===== src/rtl/vga_timing_gen.sv =====
// Raster timing generator: programmable timing set applied at frame wrap, pixel enable,
// selectable sync polarity, pix_en-qualified sync/DE delay line and line/frame strobes.
module vga_timing_gen #(
  parameter int CW       = 11,
  parameter int H_ACTIVE = 640,
  parameter int H_FP     = 16,
  parameter int H_SYNC   = 96,
  parameter int H_BP     = 48,
  parameter int V_ACTIVE = 480,
  parameter int V_FP     = 10,
  parameter int V_SYNC   = 2,
  parameter int V_BP     = 33,
  parameter int HS_POL   = 0,
  parameter int VS_POL   = 0,
  parameter int DELAY    = 2
) (
  input  logic          clk,
  input  logic          rst_n,
  input  logic          pix_en,
  input  logic          cfg_load,
  input  logic [CW-1:0] cfg_h_active,
  input  logic [CW-1:0] cfg_h_fp,
  input  logic [CW-1:0] cfg_h_sync,
  input  logic [CW-1:0] cfg_h_bp,
  input  logic [CW-1:0] cfg_v_active,
  input  logic [CW-1:0] cfg_v_fp,
  input  logic [CW-1:0] cfg_v_sync,
  input  logic [CW-1:0] cfg_v_bp,
  output logic          cfg_pending,
  output logic          cfg_err,
  output logic [CW-1:0] x,
  output logic [CW-1:0] y,
  output logic          line_start,
  output logic          frame_start,
  output logic          hsync,
  output logic          vsync,
  output logic          de
);

  localparam int TW = CW + 2;
  localparam logic [TW-1:0] MAX_TOTAL = TW'(2 ** CW);
  localparam logic [CW-1:0] X_RST = CW'(H_ACTIVE + H_FP + H_SYNC + H_BP - 1);
  localparam logic [CW-1:0] Y_RST = CW'(V_ACTIVE + V_FP + V_SYNC + V_BP - 1);
  localparam logic HS_LVL = (HS_POL != 0);
  localparam logic VS_LVL = (VS_POL != 0);

  typedef struct packed {
    logic [CW-1:0] h_active;
    logic [CW-1:0] h_fp;
    logic [CW-1:0] h_sync;
    logic [CW-1:0] h_bp;
    logic [CW-1:0] v_active;
    logic [CW-1:0] v_fp;
    logic [CW-1:0] v_sync;
    logic [CW-1:0] v_bp;
  } timing_t;

  localparam timing_t DEFAULTS = '{
    h_active: CW'(H_ACTIVE), h_fp: CW'(H_FP), h_sync: CW'(H_SYNC), h_bp: CW'(H_BP),
    v_active: CW'(V_ACTIVE), v_fp: CW'(V_FP), v_sync: CW'(V_SYNC), v_bp: CW'(V_BP)
  };

  function automatic logic [TW-1:0] sum4(input logic [CW-1:0] a, input logic [CW-1:0] b,
                                         input logic [CW-1:0] c, input logic [CW-1:0] d);
    return TW'(a) + TW'(b) + TW'(c) + TW'(d);
  endfunction

  timing_t       live_q, live_d, shadow_q, shadow_d, cfg_in;
  logic          pending_q, pending_d, err_q, err_d;
  logic [CW-1:0] x_q, x_d, y_q, y_d;
  logic          ls_q, ls_d, fs_q, fs_d;

  logic [TW-1:0] h_total, v_total, cfg_h_total, cfg_v_total;
  logic [TW-1:0] xw, yw, hs_start, vs_start;
  logic          h_end, v_end, cfg_bad;
  logic          de_raw, hs_raw, vs_raw;
  logic          de_del, hs_del, vs_del;

  assign cfg_in = '{
    h_active: cfg_h_active, h_fp: cfg_h_fp, h_sync: cfg_h_sync, h_bp: cfg_h_bp,
    v_active: cfg_v_active, v_fp: cfg_v_fp, v_sync: cfg_v_sync, v_bp: cfg_v_bp
  };

  assign h_total     = sum4(live_q.h_active, live_q.h_fp, live_q.h_sync, live_q.h_bp);
  assign v_total     = sum4(live_q.v_active, live_q.v_fp, live_q.v_sync, live_q.v_bp);
  assign cfg_h_total = sum4(cfg_h_active, cfg_h_fp, cfg_h_sync, cfg_h_bp);
  assign cfg_v_total = sum4(cfg_v_active, cfg_v_fp, cfg_v_sync, cfg_v_bp);

  // Zero back porch is rejected so the reset position (total-1) always decodes inactive.
  assign cfg_bad = (cfg_h_active == '0) || (cfg_h_sync == '0) || (cfg_h_bp == '0) ||
                   (cfg_v_active == '0) || (cfg_v_sync == '0) || (cfg_v_bp == '0) ||
                   (cfg_h_total > MAX_TOTAL) || (cfg_v_total > MAX_TOTAL);

  assign xw    = TW'(x_q);
  assign yw    = TW'(y_q);
  assign h_end = (xw == h_total - TW'(1));
  assign v_end = (yw == v_total - TW'(1));

  assign hs_start = TW'(live_q.h_active) + TW'(live_q.h_fp);
  assign vs_start = TW'(live_q.v_active) + TW'(live_q.v_fp);
  assign de_raw   = (xw < TW'(live_q.h_active)) && (yw < TW'(live_q.v_active));
  assign hs_raw   = (xw >= hs_start) && (xw < hs_start + TW'(live_q.h_sync));
  assign vs_raw   = (yw >= vs_start) && (yw < vs_start + TW'(live_q.v_sync));

  always_comb begin
    live_d    = live_q;
    shadow_d  = shadow_q;
    pending_d = pending_q;
    err_d     = 1'b0;
    x_d       = x_q;
    y_d       = y_q;
    ls_d      = 1'b0;
    fs_d      = 1'b0;
    if (pix_en) begin
      if (h_end) begin
        x_d  = '0;
        ls_d = 1'b1;
        if (v_end) begin
          y_d  = '0;
          fs_d = 1'b1;
          if (pending_q) begin
            live_d    = shadow_q;
            pending_d = 1'b0;
          end
        end else begin
          y_d = y_q + CW'(1);
        end
      end else begin
        x_d = x_q + CW'(1);
      end
    end
    // A load on the wrap cycle lands in the shadow after the old shadow went live.
    if (cfg_load) begin
      if (cfg_bad) begin
        err_d = 1'b1;
      end else begin
        shadow_d  = cfg_in;
        pending_d = 1'b1;
      end
    end
  end

  always_ff @(posedge clk) begin
    if (!rst_n) begin
      live_q    <= DEFAULTS;
      shadow_q  <= '0;
      pending_q <= 1'b0;
      err_q     <= 1'b0;
      x_q       <= X_RST;
      y_q       <= Y_RST;
      ls_q      <= 1'b0;
      fs_q      <= 1'b0;
    end else begin
      live_q    <= live_d;
      shadow_q  <= shadow_d;
      pending_q <= pending_d;
      err_q     <= err_d;
      x_q       <= x_d;
      y_q       <= y_d;
      ls_q      <= ls_d;
      fs_q      <= fs_d;
    end
  end

  generate
    if (DELAY == 0) begin : g_nodly
      assign de_del = de_raw;
      assign hs_del = hs_raw;
      assign vs_del = vs_raw;
    end else begin : g_dly
      logic [DELAY-1:0] de_pipe_q, de_pipe_d;
      logic [DELAY-1:0] hs_pipe_q, hs_pipe_d;
      logic [DELAY-1:0] vs_pipe_q, vs_pipe_d;

      always_comb begin
        de_pipe_d = de_pipe_q;
        hs_pipe_d = hs_pipe_q;
        vs_pipe_d = vs_pipe_q;
        if (pix_en) begin
          de_pipe_d = (de_pipe_q << 1) | DELAY'(de_raw);
          hs_pipe_d = (hs_pipe_q << 1) | DELAY'(hs_raw);
          vs_pipe_d = (vs_pipe_q << 1) | DELAY'(vs_raw);
        end
      end

      always_ff @(posedge clk) begin
        if (!rst_n) begin
          de_pipe_q <= '0;
          hs_pipe_q <= '0;
          vs_pipe_q <= '0;
        end else begin
          de_pipe_q <= de_pipe_d;
          hs_pipe_q <= hs_pipe_d;
          vs_pipe_q <= vs_pipe_d;
        end
      end

      assign de_del = de_pipe_q[DELAY-1];
      assign hs_del = hs_pipe_q[DELAY-1];
      assign vs_del = vs_pipe_q[DELAY-1];
    end
  endgenerate

  assign cfg_pending = pending_q;
  assign cfg_err     = err_q;
  assign x           = x_q;
  assign y           = y_q;
  assign line_start  = ls_q;
  assign frame_start = fs_q;
  assign de          = de_del;
  assign hsync       = hs_del ? HS_LVL : ~HS_LVL;
  assign vsync       = vs_del ? VS_LVL : ~VS_LVL;

endmodule

===== config.mk =====
export PLATFORM = sky130hd
export DESIGN_NAME = vga_timing_gen
export DESIGN_NICKNAME = d
export VERILOG_FILES = /design/src/rtl/vga_timing_gen.sv
export SDC_FILE = /design/constraint.sdc
export NUM_CORES = 1
export LEC_CHECK = 0
export ABC_AREA = 0
export BUFFER_PORTS_ARGS = -buffer_cell sky130_fd_sc_hd__buf_2
export CAP_MARGIN = 20
export CELL_PAD_IN_SITES_DETAIL_PLACEMENT = 1
export CELL_PAD_IN_SITES_GLOBAL_PLACEMENT = 1
export CORE_ASPECT_RATIO = 0.5
export CORE_MARGIN = 1.5
export CORE_UTILIZATION = 42
export DETAILED_ROUTE_END_ITERATION = 7
export GPL_TIMING_DRIVEN = 0
export HOLD_SLACK_MARGIN = 0.05
export PLACE_DENSITY = 0.79
export SYNTH_ARGS = -nofsm -noshare
export SYNTH_HDL_FRONTEND = slang
export SYNTH_SLANG_ARGS = --single-unit

===== constraint.sdc =====
create_clock -name clk -period 5.5 [get_ports clk]
set_clock_uncertainty 0.2 [all_clocks]
set_input_delay 1.1 -clock clk [delete_from_list [all_inputs] [get_ports clk]]
set_output_delay 1.1 -clock clk [all_outputs]
set_load 0.01 [all_outputs]

## Yosys cells after proc, flatten, opt, wreduce, memory -nomap -nowiden

Cells that the tools add are included.

| word-level totals | value |
|---|---|
| register bits after elaboration | 208 |
| input bits | 92 |
| output and inout port bits | 29 |
| logic and storage cells | 89 |

| operators by class | value |
|---|---|
| $add $sub $neg | 16 |
| magnitude comparators | 8 |
| equality and inequality tests | 2 |
| mux-type cells | 12 |
| bitwise logic cells | 4 |
| reductions and logical operators | 22 |

Operators with widths:

| cell | count |
|---|---|
| 11-bit logical NOT | 6 |
| 12-bit by 11-bit adder with 13-bit output | 4 |
| 13-bit by 11-bit adder with 13-bit output | 4 |
| 11-bit by 11-bit adder with 12-bit output | 4 |
| 11-bit by 13-bit equality test with 1-bit output | 2 |
| 13-bit by 12-bit greater-than comparator with 1-bit output (second input constant) | 2 |
| 11-bit by 13-bit < comparator with 1-bit output | 2 |
| 13-bit by 1-bit subtractor with 13-bit output (second input constant) | 2 |
| 11-bit by 12-bit greater-or-equal comparator with 1-bit output | 2 |
| 11-bit by 1-bit adder with 11-bit output (second input constant) | 2 |
| 11-bit < comparator | 2 |
| 11-bit 2-to-1 mux | 2 |
| 1-bit 2-to-1 mux | 10 |
| 2-bit AND reduction | 4 |
| 1-bit logical OR | 7 |
| 2-bit by 1-bit bitwise OR with 2-bit output | 3 |
| 4-bit AND reduction | 1 |
| 1-bit logical AND | 3 |
| 3-bit AND reduction | 1 |
| 1-bit inverter | 1 |

## Logic depth before layout (Yosys ltp)

Gate-level depths: netlist of the first run.

| depth | value |
|---|---|
| depth after elaboration | 10 |
| depth in mapped cells | 32 |
| gate-level depth less buffers | 29 |

## Worst setup path before layout of the first run

Ideal clock, no wire load.

| path | value |
|---|---|
| path type | register to register |
| start point | reg live_q[66] in the netlist's numbering |
| end point | reg y_q[0] (netlist: y[0]) |
| setup time | 0.124 ns |
| arrival time | 5.593 ns |
| data required time | 5.176 ns |
| setup slack | -0.417 ns |
| cell stages (with the launch flop) | 29 |
| buffers on the path | 2 |
| clock period less this slack | 5.917 ns |
| path through | dfxtp_1 > ha_1 > inv_1 > fa_1 > inv_1 > a21oi_1 > o21bai_1 > a21o_1 > a21o_1 > a21o_1 > a21o_1 > mux2i_1 > or4b_2 > ha_1 > o21a_1 > or2_2 > ha_1 > inv_1 > ha_1 > nor2b_1 > nor2b_1 > nor4_1 > nand4_1 > nor4_1 > buf_2 > and2_1 > nand2b_1 > clkbuf_1 > nor2_1 |

| on the way | value |
|---|---|
| longest elaborated chain between the ends | 6 |

Ends and longest elaborated chain:

| element | RTL line | text |
|---|---|---|
| start: declaration | 68 | `timing_t live_q, live_d, shadow_q, shadow_d, cfg_in;` |
| start signal: assignment | 154 | `live_q <= live_d;` |
| 11-bit by 11-bit adder with 12-bit output | 65 | `return TW'(a) + TW'(b) + TW'(c) + TW'(d);` |
| 12-bit by 11-bit adder with 13-bit output | 65 |  |
| 13-bit by 11-bit adder with 13-bit output | 65 |  |
| 13-bit by 1-bit subtractor with 13-bit output | 96 | `assign h_end = (xw == h_total - TW'(1));` |
| 11-bit by 13-bit equality test with 1-bit output | 96 |  |
| 2-bit AND reduction (no source line) | n/a |  |
| end signal: assignment | 159 | `y_q <= y_d;` |
| end: declaration | 70 | `logic [CW-1:0] x_q, x_d, y_q, y_d;` |

Every way passes these cells.
A chain may end at the register's enable or synchronous reset.

## Worst setup path after layout of the first run

| path | value |
|---|---|
| start point | reg live_q[66] in the netlist's numbering |
| end point | reg live_q[5] in the netlist's numbering |

| on the way | value |
|---|---|
| longest elaborated chain between the ends | 6 |

Ends and longest elaborated chain:

| element | RTL line |
|---|---|
| 11-bit by 11-bit adder with 12-bit output | 65 |
| 12-bit by 11-bit adder with 13-bit output | 65 |
| 13-bit by 11-bit adder with 13-bit output | 65 |
| 13-bit by 1-bit subtractor with 13-bit output | 96 |
| 11-bit by 13-bit equality test with 1-bit output | 96 |
| 4-bit AND reduction (no source line) | n/a |

Every way passes these cells.

==> results of run 1 <==
## worst paths after layout
| path | start | endpoint | slack (ns) | depth (start not counted) |
|---|---|---|---|---|
| worst min register to register | shadow_q[25] | shadow_q[25] | 0.26 | 2 |
| worst max-delay path | live_q[66] | live_q[5] | -0.65 | 29 |
| worst min-delay path | shadow_q[25] | shadow_q[25] | 0.26 | 2 |
| worst max register to register | live_q[66] | live_q[5] | -0.65 | 29 |
## kinds of logic (layout without fill, tap and decap cells)
logic type / count (synthesis) / in the layout
mux: 97 / 97
xor+xnor: 94 / 94
fa+ha+maj: 224 / 224
other cells: 0 / 1
flops: 208 / 208
compound gates: 347 / 347
buf+inv: 209 / 409
simple gates: 524 / 524
## per-stage QoR
| step | cell area [um^2] | setup slack [ns] | setup TNS [ns] | instances |
|---|---|---|---|---|
| after floorplan | 15000 | -0.0467 | -0.140 | 1703 |
| after global placement | 16200 | -0.738 | -81.86 | 2297 |
| after detailed placement | 16200 | -0.907 | -107.00 | 2297 |
| after CTS | 17600 | -0.431 | -34.71 | 2373 |
| after global routing | 18000 | -0.913 | -80.20 | 2379 |
| final | 18000 | -0.646 | -52.89 | 2379 |
## routing by layer
metal / up-vias / part of all wire [%] / wire, um
li1: 6328 / - / -
met1: 6756 / 48 / 25300
met2: 406 / 44 / 23100
met3: 62 / 6.2 / 3260
met4: 0 / 1.6 / 862
met5: - / 0 / 0
## power by group through the flow
stage                     sequential (mW)  combinational (mW)  clock, mW
final                                1.80                1.83       1.50
after global routing                 1.81                2.03       1.58
after CTS                            1.78                1.77       1.50
after detailed placement             1.82                1.61          0
after global placement               1.81                1.56          0
after floorplan                      1.75                1.14          0
## state kept, by name, summed over array words and instances (netlist names), 2 cells and up
register	cells
g_dly.de_pipe_q	2
g_dly.hs_pipe_q	2
g_dly.vs_pipe_q	2
live_q	88
shadow_q	88
x	11
y	11
## cells in the final DEF (no fill, tap or decap), drive strengths merged, types with 6 or more instances in the layout
master | synthesis | layout
dfxtp | 208 | 208
buf | 25 | 185
ha | 173 | 173
nand2 | 147 | 147
inv | 138 | 141
o21ai | 133 | 133
nand3 | 112 | 112
mux2i | 96 | 96
nor2b | 90 | 90
clkbuf | 46 | 75
a21oi | 60 | 60
fa | 50 | 50
nor2 | 50 | 50
xnor2 | 47 | 47
xor2 | 46 | 46
a21o | 40 | 40
nand2b | 22 | 22
nand4 | 18 | 18
nor4 | 18 | 18
a31oi | 15 | 15
nor3 | 14 | 14
and3 | 14 | 14
o211ai | 13 | 13
o21bai | 12 | 12
o21a | 11 | 11
o2111ai | 11 | 11
o31ai | 9 | 9
a211oi | 9 | 9
a2111oi | 9 | 9
nand3b | 7 | 7
clkinv | 0 | 7
or2 | 6 | 6
and2 | 6 | 6
## worst register-to-register path: cells and delay by family, from the launching register on
family	cells	cell delay, ns
xor+xnor	1	0.17
buf+inv	6	0.73
compound gates	9	1.68
simple gates	7	1.72
flops	1	0.36
fa+ha+maj	4	0.78
mux	2	0.36
## cell type report
| type | instances | area, um^2 |
|---|---|---|
| antenna | 1 | 2.50 |
| buffer | 66 | 379 |
| clock buffer | 29 | 617 |
| clock inverter | 11 | 97.6 |
| fill | 4107 | 16700 |
| inverter | 138 | 518 |
| multi-input combinational | 1286 | 10500 |
| sequential | 208 | 4180 |
| tap | 475 | 594 |
| timing repair buffer | 165 | 1050 |
## timing repair
| action | CTS | global route |
|---|---|---|
| setup endpoints to repair | 113 | 201 |
| cloned | 3 | 1 |
| setup buffers | 34 | 10 |
| pin swaps | 51 | 22 |
| gates resized for setup | 97 | 68 |
==> flow_summary_export.csv, run 1 <==
group,metric,value,unit
power,comb_power_share,35.7,%
place,numPortBuffers,119,
yosys,synth_area,14900,um^2
global_route,grtUsageMet2,42.5,%
timing,max-slew-margin-rel,26.6,%
die,die_w,269,um
power,clockPowerShare,29.2,%
yosys,synth-simple-area-share,18.2,%
drt,drt_iter0_drc,867,
yosys,synthMuxAreaShare,6.53,%
place,gp_congestion,0.861,
global_route,grt_use_total,27.6,%
cts,cts.sinks,208,
worst_setup_path,crit_path_frequent_cell,"a21o_1",
job,maxCapViolations,0,
timing,max_freq,163,MHz
global_route,busiest_layer,"met2",
timing,whs,0.257,ns
power,pwr-share-seq,35.1,%
drt,detail-route-antenna-nets,0,
timing,setup_viol_count_final,113,
yosys,synth_common_cells,"dfxtp_1, ha_1, nand2_1, inv_1, o21ai_0",
die,start_util,42.9,%
drt,post-route-drc-count,0,
status,violations,"setup timing",
power,p_total,5.12,mW
die,rows,48,
yosys,ys.flop_type,"dfxtp_1",
layout,nets,2202,
worst_setup_path,max_stage_delay,0.56,ns
global_route,grt_pass1_wl,78.7,mm
timing,rsz0062_at_grt,"true",
cts,clk_pin_slew,0.07,ns
cts,h-tree-depth,1,
yosys,synth_cell_type_count,68,
power,netSwitchingPower,1.88,mW
drt,firstDrtPassIters,5,
die,ioPinCount,121,
yosys,yosys_warnings,0,
timing,worst_slack,-0.646,ns
min_path,hold_class,"reg2reg",
global_route,grt_antenna_before_repair,1,
cts,root_buffer,"clkbuf_16",
yosys,yosysTopAreaCellShare,28.0,%
global_route,use_met1,40.4,%
worst_setup_path,worst-endpoint-arrival,6.34,ns
worst_setup_path,crit_buf_inv,6,
cts,cts_made_buffers,22,
global_route,overflow,0,
status,status,"complete, but fails checks",
yosys,synthArstFlopShare,0,%
yosys,synth_top_family_by_area,"adder cells",
yosys,synth_xor_area_share,5.63,%
drt,wl_per_cell,22.1,um
power,p_int,3.24,mW
power,peakVddDrop,225,uV
yosys,synthAdderAreaFrac,21.3,%
worst_setup_path,end_kind,"register",
drt,vias_per_cell,5.70,
timing,hold_viol,0,
timing,drv_slew,0,
cts,cts_buffer_depth,3,
drt,finalWirelength,52.5,mm
yosys,synth_compound_area_share,14.7,%
worst_setup_path,critical-path-top-delay-family,"simple AND/OR/NAND/NOR gates",
yosys,seq_area_frac_synth,28.0,%
yosys,netlist_top_cells_area,"dfxtp_1, ha_1, fa_1",
die,core_area,34700,um^2
cts,clock_latency,0.56,ns
layout,synthToLayoutAreaGrowth,20.6,%
die,fp.dieH,136,um
timing,min_period,6.15,ns
worst_setup_path,crit_slowest_cell,"or4b_4",
power,powerDensity,285,nW/um^2
global_route,met3_usage,4.72,%
cts,cts_tree,"built",
yosys,yosys.area.top_type,"dfxtp_1",
timing,worstMarginPinSlew,1.10,ns
power,p_leak,8.12,nW
timing,min_period_over_period,112,%
worst_setup_path,required,5.69,ns
yosys,syn_avg_cell_area,8.75,um^2
yosys,synthCells,1703,
place,dpl.hpwl,39.9,mm
layout,drive_gt1_share,18.2,%
global_route,grt_pass1_vias,13700,
worst_setup_path,cp-start-kind,"register",
yosys,ys_ff_latch,208,
power,switching_share,36.8,%
worst_setup_path,crit_type,"reg2reg",
yosys,syn_nets,2018,
drt,vias,13600,
global_route,grt_max_degree,15,
yosys,synth_edf_count,0,
worst_setup_path,crit_fanout,8,
layout,final_util,51.8,%
die,die_area,36700,um^2
yosys,yosysMostFrequentCell,"dfxtp_1",
cts,cts_hold_buf,0,
No activity file was read; power rests on OpenSTA's default activity.
==> run 2: changes to the inputs <==
- SETUP_SLACK_MARGIN: unset -> 0.02
==> run 2 against run 1 <==
  * The flow still finishes with violations (setup timing)
  * Global-route usage down 0.40 points
  * Die area unchanged
  * Via count down 0.81%
  * Combinational power about the same
  * Clock-buffer cell count down 1
  * Maximum frequency down 2.1%
  * Non-clock buffer count down 2
  * Setup slack worse by 0.13 ns
  * Wire length down 1.9%
  * Total power down 0.20%
  * Highest routed layer unchanged
==> flow_summary_export.csv, run 2 (same netlist as run 1, synthesis figures left out) <==
group,metric,value,unit
layout,final_area,17700,um^2
worst_setup_path,crit_fanout,6,
global_route,grt_use_total,27.2,%
timing,whs,0.266,ns
status,status,"complete, but fails checks",
min_path,hold_class,"reg2reg",
place,numPortBuffers,119,
global_route,grt_pass1_vias,13800,
power,powerDensity,288,nW/um^2
drt,vias_per_cell,5.67,
place,gp_congestion,0.914,
drt,dr.max_layer_used,"met4",
worst_setup_path,max_stage_delay,0.34,ns
worst_setup_path,crit_path_frequent_cell,"ha_1",
drt,detail-route-antenna-nets,0,
cts,cts.sinks,208,
timing,worstMarginPinSlew,1.01,ns
cts,clk_pin_slew,0.07,ns
cts,clock_latency,0.52,ns
layout,drive_gt1_share,17.0,%
drt,finalWirelength,51.5,mm
timing,setup_viol_count_final,113,
die,core_area,34700,um^2
die,die_area,36700,um^2
drt,vias,13400,
status,violations,"setup timing",
layout,synthToLayoutAreaGrowth,19.1,%
timing,rsz0062_at_grt,"true",
timing,worst_slack,-0.777,ns
worst_setup_path,cp-start-kind,"register",
worst_setup_path,required,5.69,ns
drt,wl_met2,22.6,mm
cts,root_buffer,"clkbuf_16",
layout,seq_area,4180,um^2
die,rows,48,
worst_setup_path,critical-path-top-delay-family,"simple AND/OR/NAND/NOR gates",
power,comb_power_share,35.8,%
timing,max-slew-margin-rel,32.7,%
layout,top_regs,"live_q x88, shadow_q x88",
layout,mostFrequentLayoutCell,"dfxtp_1",
job,maxCapViolations,0,
power,pwr-share-seq,35.0,%
cts,h-tree-depth,1,
power,p_leak,8.06,nW
power,peakVddDrop,174,uV
power,clockPowerShare,29.2,%
drt,firstDrtPassIters,5,
die,die_w,269,um
cts,cts_tree,"built",
worst_setup_path,crit_slowest_cell,"dfxtp_2",
die,ioPinCount,121,
global_route,grt_pass1_wl,78.0,mm
timing,drv_slew,0,
drt,post-route-drc-count,0,
power,switching_share,36.0,%
timing,max_freq,159,MHz
place,dpl.hpwl,39.5,mm
power,p_int,3.27,mW
drt,wl_per_cell,21.7,um
cts,cts_buffer_depth,3,
layout,final_cell_mix,"dfxtp_1, ha_1, nand2_1",
die,fp.dieH,136,um
drt,m1WireLength,25.6,mm
layout,num_antenna_cells,0,
timing,min_period,6.28,ns
timing,min_period_over_period,114,%
global_route,grt_antenna_before_repair,0,
worst_setup_path,worst-endpoint-arrival,6.47,ns
place,placed_cell_area,16200,um^2
drt,routed-wl-met3,2.51,mm
timing,hold_viol,0,
place,placed_cells_incl_taps,2297,
layout,final_cell_count_no_fill,2371,
worst_setup_path,crit_buf_inv,4,
cts,cts_made_buffers,21,
global_route,overflow,0,
layout,multi_input_area,10400,um^2
global_route,grt_max_degree,15,
drt,drt_iter0_drc,1039,
worst_setup_path,crit_type,"reg2reg",
die,start_util,42.9,%
power,netSwitchingPower,1.84,mW
layout,num-fill-cells,4119,
worst_setup_path,end_kind,"register",
layout,nets,2199,
[run 2: power groups by stage]
stage	sequential [mW]	combinational (mW)	clock, mW
after detailed placement	1.82	1.62	0
after floorplan	1.75	1.14	0
final	1.79	1.83	1.49
after global placement	1.81	1.56	0
after global routing	1.80	2.01	1.55
after CTS	1.78	1.68	1.50
[run 2: stage by stage]
stage                     power (mW)  setup TNS, ns  util, %  worst slack (ns)
final                           5.11         -59.87     51.1            -0.777
after floorplan                 2.90         -0.148        -           -0.0467
after global routing            5.36         -87.62     51.1            -0.962
after global placement          3.37         -82.17     46.7            -0.745
after CTS                       4.96         -39.03     49.9            -0.448
after detailed placement        3.44        -103.14     46.7            -0.889
[run 2: worst paths after layout]
check | startpoint | to | slack, ns | cells past startpoint
setup / recovery | live_q[67] | live_q[31] | -0.78 | 28
hold / removal | shadow_q[46] | shadow_q[46] | 0.27 | 2
setup reg to reg | live_q[67] | live_q[31] | -0.78 | 28
hold reg to reg | shadow_q[46] | shadow_q[46] | 0.27 | 2
[run 2: timing repair]
item / 4_1_cts / 5_1_grt
resized for setup: 48 / 77
pin swaps: 31 / 37
hold buffers: 0 / 0
cloned: 1 / 1
endpoints found under the setup margin: 113 / 201
buffers inserted: 28 / 11
[run 2: worst min-delay path, stage by stage (launching register included)]
cell and delay, ns:
dfxtp_1 0.31, nand2_1 0.05, o21ai_0 0.06
[run 2: cell type report]
class	count	area share, %
Clock buffer	28	3.28
Timing Repair Buffer	160	5.35
Tap cell	475	3.35
Clock inverter	7	0.543
Multi-Input combinational cell	1286	58.6
Buffer	69	2.39
Sequential cell	208	23.5
Inverter	138	2.92
[run 2: per-layer routing]
| metal | global-route usage [%] | up-vias |
|---|---|---|
| li1 | - | 6334 |
| met1 | 40.3 | 6712 |
| met2 | 42.4 | 337 |
| met3 | 3.50 | 59 |
| met4 | 5.18 | 0 |
| met5 | 0 | - |
